## src/rtl/trace_pkg.sv

```systemverilog
// trace_pkg: shared types and sizing helpers for the trace buffer.
// Provides the buffer FSM state enum, the default buffer depth,
// the pointer-width helper and the matching default pointer-width localparam.
package trace_pkg;

    typedef enum logic [1:0] {IDLE, DUMP, DONE} trace_buf_state_t;

    localparam int DEFAULT_BUFFER_SIZE = 16;

    function automatic int ptr_width(input int size);
        return $clog2(size);
    endfunction

    localparam int PTR_W = ptr_width(DEFAULT_BUFFER_SIZE);

endpackage

```

## src/rtl/trace_mem.sv

```systemverilog
// trace_mem: DEPTH x N x DATA_WIDTH register array, one synchronous write
// port and one combinational read port; no reset.
// Ports: clk; we/waddr/wdata write port; raddr/rdata read port.
module trace_mem
    import trace_pkg::*;
#(
    parameter int N          = 8,
    parameter int DATA_WIDTH = 32,
    parameter int DEPTH      = DEFAULT_BUFFER_SIZE,
    localparam int AW        = ptr_width(DEPTH)
) (
    input  logic                         clk,
    input  logic                         we,
    input  logic [AW-1:0]                waddr,
    input  logic [N-1:0][DATA_WIDTH-1:0] wdata,
    input  logic [AW-1:0]                raddr,
    output logic [N-1:0][DATA_WIDTH-1:0] rdata
);

    logic [N-1:0][DATA_WIDTH-1:0] mem [DEPTH];

    always_ff @(posedge clk)
        if (we) mem[waddr] <= wdata;

    assign rdata = mem[raddr];

endmodule

```

## src/rtl/trace_buffer.sv

```systemverilog
// trace_buffer: captures packed trace vectors into a circular buffer while
// tracing, then dumps them oldest-first over a valid/ready port.
// Ports: clk, reset (sync, active-high); tracing, valid_in, vector_in capture
// side; dump_req, out_ready, vector_out, out_valid, out_last, dump_done
// readout side; count/full occupancy status.
// Build option: TRACE_BUFFER_WRAP_EN selects overwrite-oldest when full;
// without it writes are dropped once full.
module trace_buffer
    import trace_pkg::*;
#(
    parameter int N           = 8,
    parameter int DATA_WIDTH  = 32,
    parameter int BUFFER_SIZE = DEFAULT_BUFFER_SIZE
) (
    input  logic                            clk,
    input  logic                            reset,
    input  logic                            tracing,
    input  logic                            valid_in,
    input  logic [N-1:0][DATA_WIDTH-1:0]    vector_in,
    input  logic                            dump_req,
    input  logic                            out_ready,
    output logic [N-1:0][DATA_WIDTH-1:0]    vector_out,
    output logic                            out_valid,
    output logic                            out_last,
    output logic                            dump_done,
    output logic [$clog2(BUFFER_SIZE):0]    count,
    output logic                            full
);

    localparam int PW = ptr_width(BUFFER_SIZE);

    trace_buf_state_t state, next_state;
    logic [PW-1:0] wr_ptr, rd_ptr;
    logic [PW:0] remaining;
    logic [N-1:0][DATA_WIDTH-1:0] rd_data;
    logic wr_en, start, hs;

    assign full = count == (PW+1)'(BUFFER_SIZE);
`ifdef TRACE_BUFFER_WRAP_EN
    assign wr_en = state == IDLE && valid_in && tracing;
`else
    assign wr_en = state == IDLE && valid_in && tracing && !full;
`endif
    assign start = state == IDLE && dump_req && !tracing;
    assign hs    = state == DUMP && out_ready;

    trace_mem #(
        .N(N), .DATA_WIDTH(DATA_WIDTH), .DEPTH(BUFFER_SIZE)
    ) u_mem (
        .clk(clk), .we(wr_en), .waddr(wr_ptr), .wdata(vector_in),
        .raddr(rd_ptr), .rdata(rd_data)
    );

    always_ff @(posedge clk)
        if (reset) state <= IDLE;
        else state <= next_state;

    always_comb begin
        next_state = state;
        case (state)
            IDLE:    if (start) next_state = count == '0 ? DONE : DUMP;
            DUMP:    if (hs && remaining == 1) next_state = DONE;
            default: next_state = IDLE;
        endcase
    end

    always_comb begin
        out_valid  = state == DUMP;
        out_last   = out_valid && remaining == 1;
        dump_done  = state == DONE;
        vector_out = out_valid ? rd_data : '0;
    end

    // When full, count's low bits are zero so the oldest entry is wr_ptr itself.
    always_ff @(posedge clk)
        if (reset) begin
            wr_ptr    <= '0;
            rd_ptr    <= '0;
            count     <= '0;
            remaining <= '0;
        end else begin
            if (wr_en) begin
                wr_ptr <= wr_ptr + 1'b1;
                if (!full) count <= count + 1'b1;
            end
            if (start) begin
                rd_ptr    <= wr_ptr - count[PW-1:0];
                remaining <= count;
            end
            if (hs) begin
                rd_ptr    <= rd_ptr + 1'b1;
                remaining <= remaining - 1'b1;
            end
            if (state == DONE) begin
                count  <= '0;
                wr_ptr <= '0;
            end
        end

endmodule

```

## config.mk

```make
export PLATFORM = sky130hd
export DESIGN_NAME = trace_buffer
export DESIGN_NICKNAME = d
export VERILOG_FILES = /design/src/rtl/trace_pkg.sv /design/src/rtl/trace_mem.sv /design/src/rtl/trace_buffer.sv
export SDC_FILE = /design/constraint.sdc
export NUM_CORES = 2
export LEC_CHECK = 0
export BUFFER_PORTS_ARGS = -buffer_cell sky130_fd_sc_hd__buf_2
export CAP_MARGIN = 20
export CORE_UTILIZATION = 45
export DETAILED_ROUTE_END_ITERATION = 8
export GPL_TIMING_DRIVEN = 0
export SYNTH_ARGS = -nofsm -noshare
export SYNTH_HDL_FRONTEND = slang
export SYNTH_HIERARCHICAL = 1
export SYNTH_SLANG_ARGS = --single-unit
```

## constraint.sdc

```tcl
create_clock -name clk -period 35.4 [get_ports clk]
set_input_delay 7.08 -clock clk [delete_from_list [all_inputs] [get_ports clk]]
set_output_delay 7.08 -clock clk [all_outputs]
set_load 0.03 [all_outputs]
```

==> implementation parameters <==
Parameter                              Value

Clock tree
  Clock sinks    4116
  CTS clock-pin slew for the worst setup and hold paths    60 ps
  Number of buffers created by CTS    414
  Clock insertion delay at the later pin of the skew report    980 ps
  Count of hold buffers inserted by post-cts repair    0
  Clock tree from TritonCTS    built
  Total number of H-tree levels    5
  Clock Root Buffer    sky130_fd_sc_hd__clkbuf_16
  Post-CTS setup buffer count    0
  Max clock buf depth    4
  Post-cts resize count    0

Placed design
  Placed standard-cell area    170300 sq um
  Placer's final routability congestion estimate    0.7493
  Total half-perimeter wirelength after legalization and detailed placement    289300 um
  Cell Count Post-Placement    12240
  Buffers added on ports    526
  Worst setup slack before clock tree synthesis    23880 ps

Yosys
  Cell area after synthesis    156400 sq um
  Count of flip-flops with a built-in enable after synthesis    4096
  Top cell type by total area after synthesis    sky130_fd_sc_hd__edfxtp_1
  Area fraction in compound gates after synthesis    0.02704
  Proportion of synthesized flip-flops having asynchronous set or reset    0
  Primary FF master, synth    sky130_fd_sc_hd__edfxtp_1
  Adder-Cell Fraction of Synth Area    0.0008480
  Most frequent cell after synthesis    sky130_fd_sc_hd__edfxtp_1
  Most instantiated cells after synthesis    4096 x sky130_fd_sc_hd__edfxtp_1, 968 x sky130_fd_sc_hd__mux4_2, 450 x sky130_fd_sc_hd__a22oi_1
  Combinational family with the most area after synthesis    multiplexers
  Cells taking the most area after synthesis    sky130_fd_sc_hd__edfxtp_1 79%, sky130_fd_sc_hd__mux4_2 14%, sky130_fd_sc_hd__a22oi_1 2.2%, sky130_fd_sc_hd__and2_1 1.0%, sky130_fd_sc_hd__mux2_2 0.76%
  Top cell type's share of synthesized area    0.7864
  Mux cell area share after synthesis    0.1494
  Mapped Avg Cell Area    22.97 sq um
  Mapped Cells    6809
  Synth Net Count    7081
  Post-synthesis share of cell area spent on and, or, nand and nor gates    0.02050
  Yosys warns    6
  Sequential share of the synthesized area    0.7890
  Unique masters post-synth    52
  Flop and latch count out of synthesis    4116
  Post-synthesis share of cell area spent on xor and xnor gates    0.0005040

Layout
  Final core utilization    0.5319
  Nets    8354
  Final instance count without filler cells    13070
  Share of final-layout standard cells stronger than drive strength 1    0.3228
  Growth of design area from synthesis to finish    17.64%
  Fin area    184000 sq um

Detailed routing
  Post-route DRC    0
  DRT iter0 DRCs    8849
  Number of antenna-violating nets in the routed design    0
  Final Routed Wirelength    436300 um
  Pre-Repair DR Iteration Count    7
  Number of vias per cell after detailed routing    5.957
  Count of vias placed by the detailed router    77870
  Average wire length per cell after detail routing    33.38 um

Timing
  Slew HR    0.1484
  Final hold viol count    0
  Peak Freq    80.12 MHz
  Final worst path period need    12480 ps
  Worst Skew    51.17 ps
  Minimum setup slack in the final design    22920 ps
  Number of setup violations in the final report    0
  Unrepaired setup endpoints after global routing    false
  Final setup TNS    0 ps
  Final slew viol count    0
  Worst-margin pin slew    1264 ps
  Ratio of final minimum period to clock period    0.3526

Setup path
  Critical path data arrival time    5400 ps
  Critical Path Most Common Cell    sky130_fd_sc_hd__buf_2
  Kind of cell with the highest combined delay on the critical path    buffers and inverters
  Worst Path Max Fanout    10
  Required time of the worst setup path    28320 ps
  Worst setup path category    flip-flop to output pin
  Count of buffer and inverter cells on the critical path    5
  Worst path max stage delay    890 ps
  Startpoint types    flip-flop
  Setup crit end kind    output pin
  Slowest cell on the critical path    sky130_fd_sc_hd__nor2b_1
  Series of cell instances along the critical path    buf_4 > buf_2 > buf_2 > nor2b_1 > clkbuf_1 > a22oi_1 > o21ai_0 > and2_1 > buf_2

Power
  Static leakage    58.04 nW
  Ratio of total power to cell area    56.17 nW/um^2
  Combinational share of power    0.057
  Clk pwr share    0.421
  Power share of the sequential group    0.522
  Switching fraction of total power    0.2133
  Worst supply voltage drop on vdd    42.51 uV
  Switching power    2.205 mW
  Power Internal    8.130 mW

Die
  Core region area    345900 sq um
  Initial standard-cell utilization of the core    0.4521
  Total Die Area    349900 sq um
  Number of rows in the core area    216
  Die X    591.5 um
  Number of primary I/O pins    527
  Die H    591.5 um

Global route
  Vias in the first global route    78880
  Pin count of the biggest net entering global routing    24
  GRT Residual Overflow    0
  Number of antenna violations at the first check in global routing    173
  Overall Global Routing Usage    0.2482
  Global-route wire length before repair    605800 um

Run status
  Status    completed

Worst hold path
  Hold WC Path Type    flip-flop to flip-flop

Flow run
  Count of max-cap constraint violations    0
==> power by group through the flow <==
stage | Clock [mW] | Combinational (mW) | Sequential (mW)
6_report | 4.35 | 0.589 | 5.40
5_1_grt | 4.59 | 0.627 | 5.40
4_1_cts | 4.42 | 0.597 | 5.40
3_5_place_dp | 0 | 0.595 | 5.50
3_3_place_gp | 0 | 0.568 | 5.54
2_1_floorplan | 0 | 0.332 | 5.52
==> worst min-delay path: cells and delay by family, from the launching register on <==
kind	cells	cell delay, ps
AOI/OAI and AO/OA	1	50
DFF	1	310
and+or+nand+nor	1	60
==> per-layer routing <==
| layer | part of all wire | up-vias | GRT usage |
|---|---|---|---|
| met2 | 0.49 | 3601 | 0.4084 |
| met5 | 0.0011 | - | 0 |
| met4 | 0.033 | 78 | 0.08281 |
| li1 | - | 31630 | - |
| met1 | 0.39 | 41830 | 0.3345 |
| met3 | 0.087 | 740 | 0.04780 |
==> through the flow <==
stage / hold slack [ps] / power, mW
floorplan: 431.6 / 5.848
global placement: 442.3 / 6.108
detailed placement: 463.4 / 6.094
CTS: 473.6 / 10.41
global route: 515.5 / 10.62
finish: 475.4 / 10.33
==> placed cells by master, fill, tap and decap left out, types with 33 or more instances in the layout <==
cell                        Yosys  final
sky130_fd_sc_hd__edfxtp_1    4096   4096
sky130_fd_sc_hd__mux4_2       968    968
sky130_fd_sc_hd__buf_2         77    603
sky130_fd_sc_hd__a22oi_1      450    450
sky130_fd_sc_hd__clkbuf_16      0    419
sky130_fd_sc_hd__and2_1       260    260
sky130_fd_sc_hd__clkbuf_1     165    238
sky130_fd_sc_hd__nand2_1      206    206
sky130_fd_sc_hd__buf_12         0    147
sky130_fd_sc_hd__buf_6         11    140
sky130_fd_sc_hd__clkinv_1       0    115
sky130_fd_sc_hd__mux2_2       106    106
sky130_fd_sc_hd__buf_4         77     85
sky130_fd_sc_hd__diode_2        0     65
sky130_fd_sc_hd__clkinv_2       0     65
sky130_fd_sc_hd__bufinv_16      0     47
sky130_fd_sc_hd__nor2b_1       40     40
sky130_fd_sc_hd__mux2i_1       37     37
sky130_fd_sc_hd__buf_1         36     36
sky130_fd_sc_hd__o221ai_1      33     33
==> layout make-up <==
type | count | area [sq um]
antenna | 65 | 162.7
buffer | 387 | 1952
clock buffer | 496 | 10770
clock inverter | 268 | 2698
fill | 26560 | 161900
inverter | 12 | 45.04
multi-input combinational | 2294 | 31120
sequential | 4116 | 123400
tap | 4578 | 5728
timing repair buffer | 857 | 8107
==> cells by family after synthesis <==
family,after synthesis
flip-flops,4116
multiplexers,1111
AND/OR/NAND/NOR,600
AO/OA/AOI/OAI,564
buffers and inverters,399
adder cells (fa/ha/maj),10
XOR/XNOR,9
==> sequential cells by signal, summed over array words and instances, names as in the netlist <==
name       flops
remaining      5
u_mem/mem   4096
count          5
rd_ptr         4
wr_ptr         4
state          2
==> path summary, 6_finish.rpt <==
check	startpoint	end	slack, ps	depth (start not counted)
worst min-delay path	remaining[4]$_SDFFE_PP0P_	remaining[4]$_SDFFE_PP0P_	480	2
worst min register to register	remaining[4]$_SDFFE_PP0P_	remaining[4]$_SDFFE_PP0P_	480	2
worst max register to register	count[1]$_SDFFE_PP0P_	u_mem/mem[1][213]$_DFFE_PP_	30870	14
worst max-delay path	rd_ptr[1]$_SDFFE_PP0P_	vector_out[162]	22920	9
Power figures use the tool's default switching activity.
